===== src/rtl/seg_scan_if.sv =====
// Bus between the datapath and the seven-segment scan driver. The master side supplies
// the digit banks and display controls. The slave side, the driver, returns the segment
// and digit-select outputs and the frame pulse.
interface seg_scan_if #(
    parameter int unsigned DIGITS = 8
);
    logic                  sel;
    logic [4*DIGITS-1:0]   bank0;
    logic [4*DIGITS-1:0]   bank1;
    logic                  blank_lz;
    logic                  blink;
    logic [7:0]            outc;
    logic [DIGITS-1:0]     dig;
    logic                  frame;

    modport master (
        output sel, bank0, bank1, blank_lz, blink,
        input  outc, dig, frame
    );

    modport slave (
        input  sel, bank0, bank1, blank_lz, blink,
        output outc, dig, frame
    );
endinterface


===== src/rtl/seg_scan_mux.sv =====
// Multi-digit seven-segment scan driver. Each digit is held for DWELL cycles.
// The selected bank is captured once per frame into a shadow register, so the display
// never tears. The driver also provides leading-zero blanking and a blink function.
// The outputs are registered from next-state values, which keeps dig and outc aligned.
module seg_scan_mux #(
    parameter int unsigned DIGITS    = 8,
    parameter int unsigned DWELL     = 4,
    parameter int unsigned BLINK_LOG = 3
) (
    input  logic        clkc,
    input  logic        clr,
    seg_scan_if.slave   bus
);
    localparam int unsigned CntW = (DWELL > 1) ? $clog2(DWELL) : 1;
    localparam int unsigned IdxW = $clog2(DIGITS);
    localparam int unsigned FcW  = BLINK_LOG + 1;
    localparam int unsigned ShW  = 4 * DIGITS;

    logic [CntW-1:0]   cnt_q, cnt_d;
    logic [IdxW-1:0]   idx_q, idx_d;
    logic [ShW-1:0]    shadow_q, shadow_d;
    logic [FcW-1:0]    fcnt_q, fcnt_d;
    logic              load_q, load_d;
    logic [7:0]        outc_q, outc_d;
    logic [DIGITS-1:0] dig_q, dig_d;
    logic              frame_q, frame_d;
    logic              wrap;
    logic [DIGITS-1:0] zero_up;

    // Hex digit to active-high segments {a,b,c,d,e,f,g,dp}; dp is always off.
    function automatic logic [7:0] hex_to_seg(input logic [3:0] h);
        logic [7:0] s;
        unique case (h)
            4'h0: s = 8'b11111100;
            4'h1: s = 8'b01100000;
            4'h2: s = 8'b11011010;
            4'h3: s = 8'b11110010;
            4'h4: s = 8'b01100110;
            4'h5: s = 8'b10110110;
            4'h6: s = 8'b10111110;
            4'h7: s = 8'b11100000;
            4'h8: s = 8'b11111110;
            4'h9: s = 8'b11110110;
            4'hA: s = 8'b11101110;
            4'hB: s = 8'b00111110;
            4'hC: s = 8'b10011100;
            4'hD: s = 8'b01111010;
            4'hE: s = 8'b10011110;
            default: s = 8'b10001110;
        endcase
        return s;
    endfunction

    // Dwell and digit counters. The post-reset load edge only primes the shadow, so
    // digit 0 still gets its full dwell.
    always_comb begin
        cnt_d = cnt_q;
        idx_d = idx_q;
        wrap  = 1'b0;
        if (!load_q) begin
            if (cnt_q == CntW'(DWELL - 1)) begin
                cnt_d = '0;
                if (idx_q == IdxW'(DIGITS - 1)) begin
                    idx_d = '0;
                    wrap  = 1'b1;
                end else begin
                    idx_d = idx_q + IdxW'(1);
                end
            end else begin
                cnt_d = cnt_q + CntW'(1);
            end
        end
    end

    // Shadow capture on the first edge after reset and at every frame wrap; frame counter.
    always_comb begin
        shadow_d = shadow_q;
        if (load_q || wrap) begin
            shadow_d = bus.sel ? bus.bank1 : bus.bank0;
        end
        fcnt_d  = wrap ? fcnt_q + FcW'(1) : fcnt_q;
        frame_d = wrap;
        load_d  = 1'b0;
    end

    // zero_up[k] is set when digit k and every more-significant digit of the next shadow are 0.
    always_comb begin
        logic run;
        run     = 1'b1;
        zero_up = '0;
        for (int k = DIGITS - 1; k >= 0; k--) begin
            run        = run && (shadow_d[4*k +: 4] == 4'h0);
            zero_up[k] = run;
        end
    end

    // Segment and digit-select outputs decoded from the post-edge index and shadow.
    always_comb begin
        logic [3:0] nib;
        logic       blanked;
        logic       dark;
        nib     = shadow_d[{idx_d, 2'b00} +: 4];
        blanked = bus.blank_lz && (idx_d != '0) && zero_up[idx_d];
        dark    = bus.blink && fcnt_d[FcW-1];
        outc_d  = (blanked || dark) ? 8'h00 : hex_to_seg(nib);
        dig_d   = DIGITS'(1) << idx_d;
    end

    // State and output registers.
    always_ff @(posedge clkc or posedge clr) begin
        if (clr) begin
            cnt_q    <= '0;
            idx_q    <= '0;
            shadow_q <= '0;
            fcnt_q   <= '0;
            load_q   <= 1'b1;
            outc_q   <= '0;
            dig_q    <= '0;
            frame_q  <= 1'b0;
        end else begin
            cnt_q    <= cnt_d;
            idx_q    <= idx_d;
            shadow_q <= shadow_d;
            fcnt_q   <= fcnt_d;
            load_q   <= load_d;
            outc_q   <= outc_d;
            dig_q    <= dig_d;
            frame_q  <= frame_d;
        end
    end

    assign bus.outc  = outc_q;
    assign bus.dig   = dig_q;
    assign bus.frame = frame_q;
endmodule


===== src/flat_wrapper.sv =====
// flat-port wrapper written by rule: the top's interface ports become plain ports
module seg_scan_mux_flat 
#(
    parameter int unsigned DIGITS    = 8,
    parameter int unsigned DWELL     = 4,
    parameter int unsigned BLINK_LOG = 3
)
  (clkc, clr, bus_sel, bus_bank0, bus_bank1, bus_blank_lz, bus_blink, bus_outc, bus_dig, bus_frame);
  seg_scan_if #(.DIGITS(DIGITS)) bus_i ();
  input  logic clkc;
  input  logic clr;
  input wire logic [$bits(bus_i.sel)-1:0] bus_sel;
  input wire logic [$bits(bus_i.bank0)-1:0] bus_bank0;
  input wire logic [$bits(bus_i.bank1)-1:0] bus_bank1;
  input wire logic [$bits(bus_i.blank_lz)-1:0] bus_blank_lz;
  input wire logic [$bits(bus_i.blink)-1:0] bus_blink;
  output wire logic [$bits(bus_i.outc)-1:0] bus_outc;
  output wire logic [$bits(bus_i.dig)-1:0] bus_dig;
  output wire logic [$bits(bus_i.frame)-1:0] bus_frame;
  assign bus_i.sel = bus_sel;
  assign bus_i.bank0 = bus_bank0;
  assign bus_i.bank1 = bus_bank1;
  assign bus_i.blank_lz = bus_blank_lz;
  assign bus_i.blink = bus_blink;
  assign bus_outc = bus_i.outc;
  assign bus_dig = bus_i.dig;
  assign bus_frame = bus_i.frame;
  seg_scan_mux #(.DIGITS(DIGITS), .DWELL(DWELL), .BLINK_LOG(BLINK_LOG)) u_core (.clkc(clkc), .clr(clr), .bus(bus_i));
endmodule

===== config.mk =====
export PLATFORM = sky130hd
export DESIGN_NAME = seg_scan_mux_flat
export DESIGN_NICKNAME = d
export VERILOG_FILES = /design/src/rtl/seg_scan_if.sv /design/src/rtl/seg_scan_mux.sv /design/src/flat_wrapper.sv
export SDC_FILE = /design/constraint.sdc
export NUM_CORES = 1
export LEC_CHECK = 0
export ABC_AREA = 0
export CAP_MARGIN = 20
export CORE_MARGIN = 1.5
export CORE_UTILIZATION = 45
export DETAILED_ROUTE_END_ITERATION = 6
export PLACE_DENSITY_LB_ADDON = 0.3
export SKIP_LAST_GASP = 1
export SYNTH_ARGS = -nofsm -noshare
export SYNTH_HDL_FRONTEND = slang
export SYNTH_SLANG_ARGS = --single-unit

===== constraint.sdc =====
create_clock -name clkc -period 2.9 [get_ports clkc]
set_input_delay 0.58 -clock clkc [delete_from_list [all_inputs] [get_ports clkc]]
set_output_delay 0.58 -clock clkc [all_outputs]
set_load 0.05 [all_outputs]

After elaboration in Yosys (flattened, before gate mapping):

Memory sizes are Yosys's and may differ from the RTL's.
Cells that the tools add are included.

* flip-flop bits (word level): 59
* bits in latches: 0
* RAM bits: 0
* bits in read-only memories: 112
* input port bits: 69
* output and inout bits: 17
* logic and storage cells: 52
* memories: 1

* $add $sub $neg: 3
* multipliers: 0
* divide/modulo/power cells: 0
* $lt $le $gt $ge: 1
* eq/ne operators: 2
* shift operators: 2
* multiplexer cells: 13
* bitwise gates (word level): 0
* reductions and logical operators: 21

Memory list
* (no name shown): words 16, bits a word 7, rd ports 1, clocked after Yosys merged registers in 0, wr ports 0, RTL line seg_scan_mux.sv:33 `unique case (h)`

Operators with widths (number)
* 32-bit two-way mux: 2
* 4-bit logical NOT: 8
* 32-bit by 6-bit variable part select with 4-bit output: 1
* 1-bit logical AND: 10
* 3-bit two-way mux: 3
* 8-bit two-way mux: 1
* 1-bit by 3-bit << shifter with 8-bit output, first input constant: 1
* 4-bit by 1-bit adder with 4-bit output, second input constant: 1
* 3-bit by 4-bit less-than comparator with 1-bit output, second input constant: 1
* 1-bit two-way mux: 4
* 4-bit two-way mux: 1
* 3-bit by 1-bit adder with 3-bit output, second input constant: 1
* 1-bit binary-select mux with 3-bit select: 1
* 3-bit == test, second input constant: 1
* 3-bit nonzero test: 1
* 2-bit by 1-bit adder with 2-bit output, second input constant: 1
* 2-bit == test, second input constant: 1
* 1-bit logical OR: 2
* 2-bit two-way mux: 1

Longest topological paths before layout:

Gate-level depths: netlist of the first run.

* word-level depth: 19
* mapped depth: 14
* depth with buffers taken out: 13

Least setup slack after synthesis of the first run:

OpenSTA, ideal clock, no wires.

* path type: reg2reg
* start point: reg u_core.idx_q[1]
* end point: reg u_core.outc_q[7], in the netlist u_core.bus.outc[7]
* library setup time: 0.082 ns
* arrival time: 3.049 ns
* data required time: 2.818 ns
* setup slack: -0.231 ns
* stages on the path, launching flop included: 13
* buffers on the path: 1
* period minus slack after synthesis: 3.131 ns
* cell sequence: dfrtp_1 ha_1 ha_1 a21oi_2 clkbuf_1 a21oi_1 o211a_1 a211o_1 o21ai_1 inv_1 ha_1 or3_1 a31oi_1

* longest elaborated chain between the ends: 19
* elaborated cells between the ends (all ways): 36
* classes of those cells: 1 x add/sub; 1 x eq/ne; 1 x shift; 11 x mux; 21 x reduce/logical; 1 x memory

Ends and longest elaborated chain
* start: declaration: RTL line seg_scan_mux.sv:20 `logic [IdxW-1:0] idx_q, idx_d;`
* start signal: assignment: RTL line seg_scan_mux.sv:122 `idx_q <= idx_d;`
* branches (longest 18 deep; another with memory read 16 x 7 bit)
* 8-bit two-way mux *: RTL line seg_scan_mux.sv:105 `outc_d = (blanked || dark) ? 8'h00 : hex_to_seg(nib);`
* via u_core.outc_d[7]: RTL line seg_scan_mux.sv:24 `logic [7:0] outc_q, outc_d;`
* end signal: assignment: RTL line seg_scan_mux.sv:126 `outc_q <= outc_d;`
* end: declaration: RTL line seg_scan_mux.sv:24

Mark *: on every way through the listed nets, which the timed path passes. The select of a mux whose other input is x is not followed.
A chain may end at the register's enable or synchronous reset.

Worst setup path after layout of the first run:

* start point: reg u_core.idx_q[1]
* end point: reg u_core.outc_q[7], in the netlist u_core.bus.outc[7]

* elaborated cells between the ends (all ways): 36
* classes of those cells: 1 x add/sub; 1 x eq/ne; 1 x shift; 11 x mux; 21 x reduce/logical; 1 x memory

RTL lines
* 3-bit == test *: RTL line seg_scan_mux.sv:63 `if (idx_q == IdxW'(DIGITS - 1)) begin`
* 1-bit two-way mux *: RTL line seg_scan_mux.sv:63
* 1-bit two-way mux *: RTL line seg_scan_mux.sv:61 `if (cnt_q == CntW'(DWELL - 1)) begin`
* 1-bit two-way mux *: RTL line seg_scan_mux.sv:60 `if (!load_q) begin`
* 1-bit logical OR *: RTL line seg_scan_mux.sv:78 `if (load_q || wrap) begin`
* 32-bit two-way mux *: RTL line seg_scan_mux.sv:78
* via u_core.shadow_d[12]: RTL line seg_scan_mux.sv:21 `logic [ShW-1:0] shadow_q, shadow_d;`
* branches (longest 9 deep; another with memory read 16 x 7 bit)
* 8-bit two-way mux *: RTL line seg_scan_mux.sv:105
* via u_core.outc_d[7]: RTL line seg_scan_mux.sv:24

Marks and branches as above.

==> impl_results.md, run 1 <==
* Outcome: finished, violations left
* Violated checks: negative setup slack
* CTS root buf: clkbuf_8
* Hold Startpoint: u_core.fcnt_q[2]
* Clk sinks at 58
* Fin nets at 578
* Actual slew at the worst max-slew pin at 508 ps
* Met1 usage at 27.1%
* Reg-to-Reg Start: u_core.idx_q[1]
* Yosys warning count at 0
* GR peak layer: met2
* Syn avg cell area at 10.1 um^2
* Clk slew on worst S/H paths at 70 ps
* Worst EP arrival at 3170 ps
* Hold EP: u_core.fcnt_q[2]
* Final hold vios at 0
* Setup Crit Path Kind: flip-flop to flip-flop
* Worst setup margin at -1.03 ps
* Static Leak at 2.42 nW
* PortBufs at 84
* Yosys reg bits at 58
* Internal Power at 3.19 mW
* Register area share after synthesis at 42.0%
* CTS tree: done
* Critical path required time at 3160 ps
* Number of global-route vias before repair at 3241
* Hold-critical path depth at 1
* Routability-driven placement congestion ratio at 0.910
* Rows at 31
* Switching power at 2.26 mW
* Ys async rst share at 100%
* Slew HR at 65.8%
* Clock Power Share at 15.2%
* First-pass GRT wire length at 15100 um
* R2r endpoint: u_core.bus.outc[7]
* Antenna Nets Post-Route at 0
* Sequential share of power at 19.9%
* Hold WS at 476 ps
* I/O Pins at 86
* DRT iter0 DRCs at 133
* Vias/cell at 5.47
* Sw Share at 41.5%
* Vias post-DR at 3300
* Mapped cell area at 0.00346 mm^2
* Core area at 0.00733 mm^2
* Pwr Density at 1000 mW/mm^2
* CP startpoint kind: flip-flop
* Tot Pwr at 5.45 mW
* Reg2Reg Setup Slack at -1 ps
* CP Capture Type: flip-flop
* Register area at 0.00145 mm^2
* Chip Height at 90.7 um
* Diode count at 0
* Worst-Skew Late Latency at 360 ps
* Fin Clk Skew at 9.42 ps
* Area grow syn2layout at 57.2%
* Total congestion overflow at 0
* Tcrit/Tclk final at 100%
* Area of the multi-input gates at 0.00205 mm^2
* R2R cell count at 12
* Post-CTS Hold Buffers at 0
* Drt total wl at 10100 um
* WL/cell at 16.7 um
* CTS buffer count at 9
* Unrepaired setup endpoints after global routing: true
* Peak Freq at 345 MHz
* Synth cell types at 65
* Max clock buf depth at 2
* Placed inst area at 0.00484 mm^2
* Fillers at 495
* Maximum VDD drop at 442 uV
* Post-synthesis cell count at 342
* Initial antenna violation count at 0
* Drc violations at 0
* Die Width at 90.7 um
* Final min period at 2900 ps
* Setup TNS at -1.03 ps
* Final Setup Violations at 1
* Final std cell area, no fill at 0.00544 mm^2
* Hold/Removal Path Class: flip-flop to flip-flop
* Critical Path Fanout Max at 10
* Die area at 0.00823 mm^2
* M3 GR Usage at 3.70%
* Max_cap viols at 0
* Combinational power share at 64.9%
* Share of cells above drive strength 1 at 31.9%
* Post-synth EDFFs at 0
* HPWL after detailed placement at 7120 um
* Initial core utilization at 47.2%
* GRT Util Overall at 23.6%
* # H-tree levels at 3
* GR Util met2 at 42.9%
* Max Slew Vio Count at 0
* First-pass detailed-route iteration total at 4
* Top FF cell, synth: dfrtp_1
* Largest net degree at the start of global routing at 59
routing by layer:
layer,vias up,wire length [um]
met5,-,0
met4,0,221
met3,21,520
met2,116,5340
met1,1605,3970
li1,1558,-
power by group through the flow:
| stage | registers, mW | clock network (mW) | logic, mW |
|---|---|---|---|
| global route | 1.10 | 0.866 | 3.77 |
| CTS | 1.07 | 0.828 | 3.08 |
| detailed placement | 1.09 | 0 | 2.98 |
| global placement | 1.08 | 0 | 2.89 |
| floorplan | 1.37 | 0 | 1.54 |
| finish | 1.09 | 0.826 | 3.53 |
cell type report:
class,count,area share (%)
clock buffers,11,2.41
clock inverters,5,1.45
inverters,19,1.31
multi-input cells,248,37.7
flip-flops and latches,58,26.7
well taps,99,2.28
repair buffers,163,28.1
critical path, cell delays in order, from the launching register on:
cell and delay (ps):
dfrtp_1 410, ha_2 210, ha_4 180, a21o_4 240, buf_8 140, mux2i_1 230
inv_1 120, a221oi_2 290, a22oi_2 180, buf_4 170, ha_1 250, o22a_1 190
a31oi_1 200
kinds of logic (layout without fill, tap and decap cells):
group | after synthesis | after routing | synth area share, %
other cells | 1 | 2 | 0.108
flops | 58 | 58 | 42.0
compound gates | 77 | 77 | 16.9
xor+xnor | 5 | 5 | 1.27
mux | 55 | 55 | 17.1
fa+ha+maj | 10 | 10 | 3.62
buf+inv | 37 | 198 | 5.24
simple gates | 99 | 99 | 13.8
stage by stage:
| stage | setup WS (ps) | std cells | util [%] |
|---|---|---|---|
| 4_1_cts | 3.07 | 590 | 70.0 |
| 5_1_grt | -72.8 | 603 | 74.2 |
| 6_report | -1.03 | 603 | 74.2 |
| 3_3_place_gp | -248 | 572 | 66.0 |
| 2_1_floorplan | 15.1 | 343 | - |
| 3_5_place_dp | -232 | 572 | 66.0 |
Yosys cell counts, types with 3 or more instances:
cell type	n	area, um^2
xnor2_1	3	26.3
o21ai_0	18	90.1
or3_1	3	18.8
a221oi_1	5	43.8
mux2i_1	42	420
o211ai_1	4	30.0
inv_1	15	56.3
buf_2	10	50.1
buf_6	3	33.8
ha_1	10	125
mux2_2	9	101
nor4_1	8	50.1
inv_2	4	15.0
nand2_1	25	93.8
dfrtp_1	57	1430
nor2_1	37	139
a211oi_1	6	45.0
a21oi_1	15	75.1
nor3_1	8	40.0
or4_1	3	22.5
flip-flops by register name, summed over array words and instances, names as in the netlist:
signal,cells
u_core.load_q,1
u_core.fcnt_q,4
u_core.cnt_q,2
u_core.bus.outc,7
u_core.idx_q,3
u_core.shadow_q,32
u_core.bus.dig,8
u_core.bus.frame,1
cell usage in the layout, fill, tap and decap left out, types with 4 or more instances in the layout:
cell type        instances
inv_2                    8
mux2i_4                  4
nand2_1                 25
o21ai_2                  7
nor3_1                   8
mux2i_1                 40
o21ai_1                  5
buf_6                    6
nor2_1                  33
clkbuf_8                 9
o211ai_1                 4
inv_1                   11
o21ai_0                  7
a21oi_1                 13
clkdlybuf4s50_1         83
ha_1                     4
mux2_2                   8
a211oi_2                 4
dfrtp_1                 57
nor4_1                   8
buf_4                   66
worst max-delay path by stage:
stage | depth (start not counted) | slack, ps | to | from
CTS | 13 | 3 | u_core.bus.outc[7] | u_core.idx_q[1]
global placement | 9 | -250 | u_core.bus.outc[6] | bus_bank0[10]
global route | 14 | -70 | u_core.bus.outc[7] | u_core.idx_q[1]
floorplan | 14 | 20 | u_core.bus.outc[6] | u_core.idx_q[1]
finish | 12 | -1 | u_core.bus.outc[7] | u_core.idx_q[1]
detailed placement | 9 | -230 | u_core.bus.outc[6] | bus_bank0[10]
repair_timing:
| action | in CTS | in global routing |
|---|---|---|
| hold endpoints to repair | 0 | 0 |
| gates resized for setup | 13 | 55 |
| pin swaps | 2 | 15 |
| setup buffers | 2 | 13 |
| cloned | 0 | 1 |
| setup endpoints to repair | 7 | 7 |
No activity file was read; power rests on OpenSTA's default activity.
==> run 2: changes to the inputs <==
Settings changed: ABC_CLOCK_PERIOD_IN_PS from default to 2900.
==> results of run 2 <==
No change in the layout: final DEF, timing and power equal those of run 1.
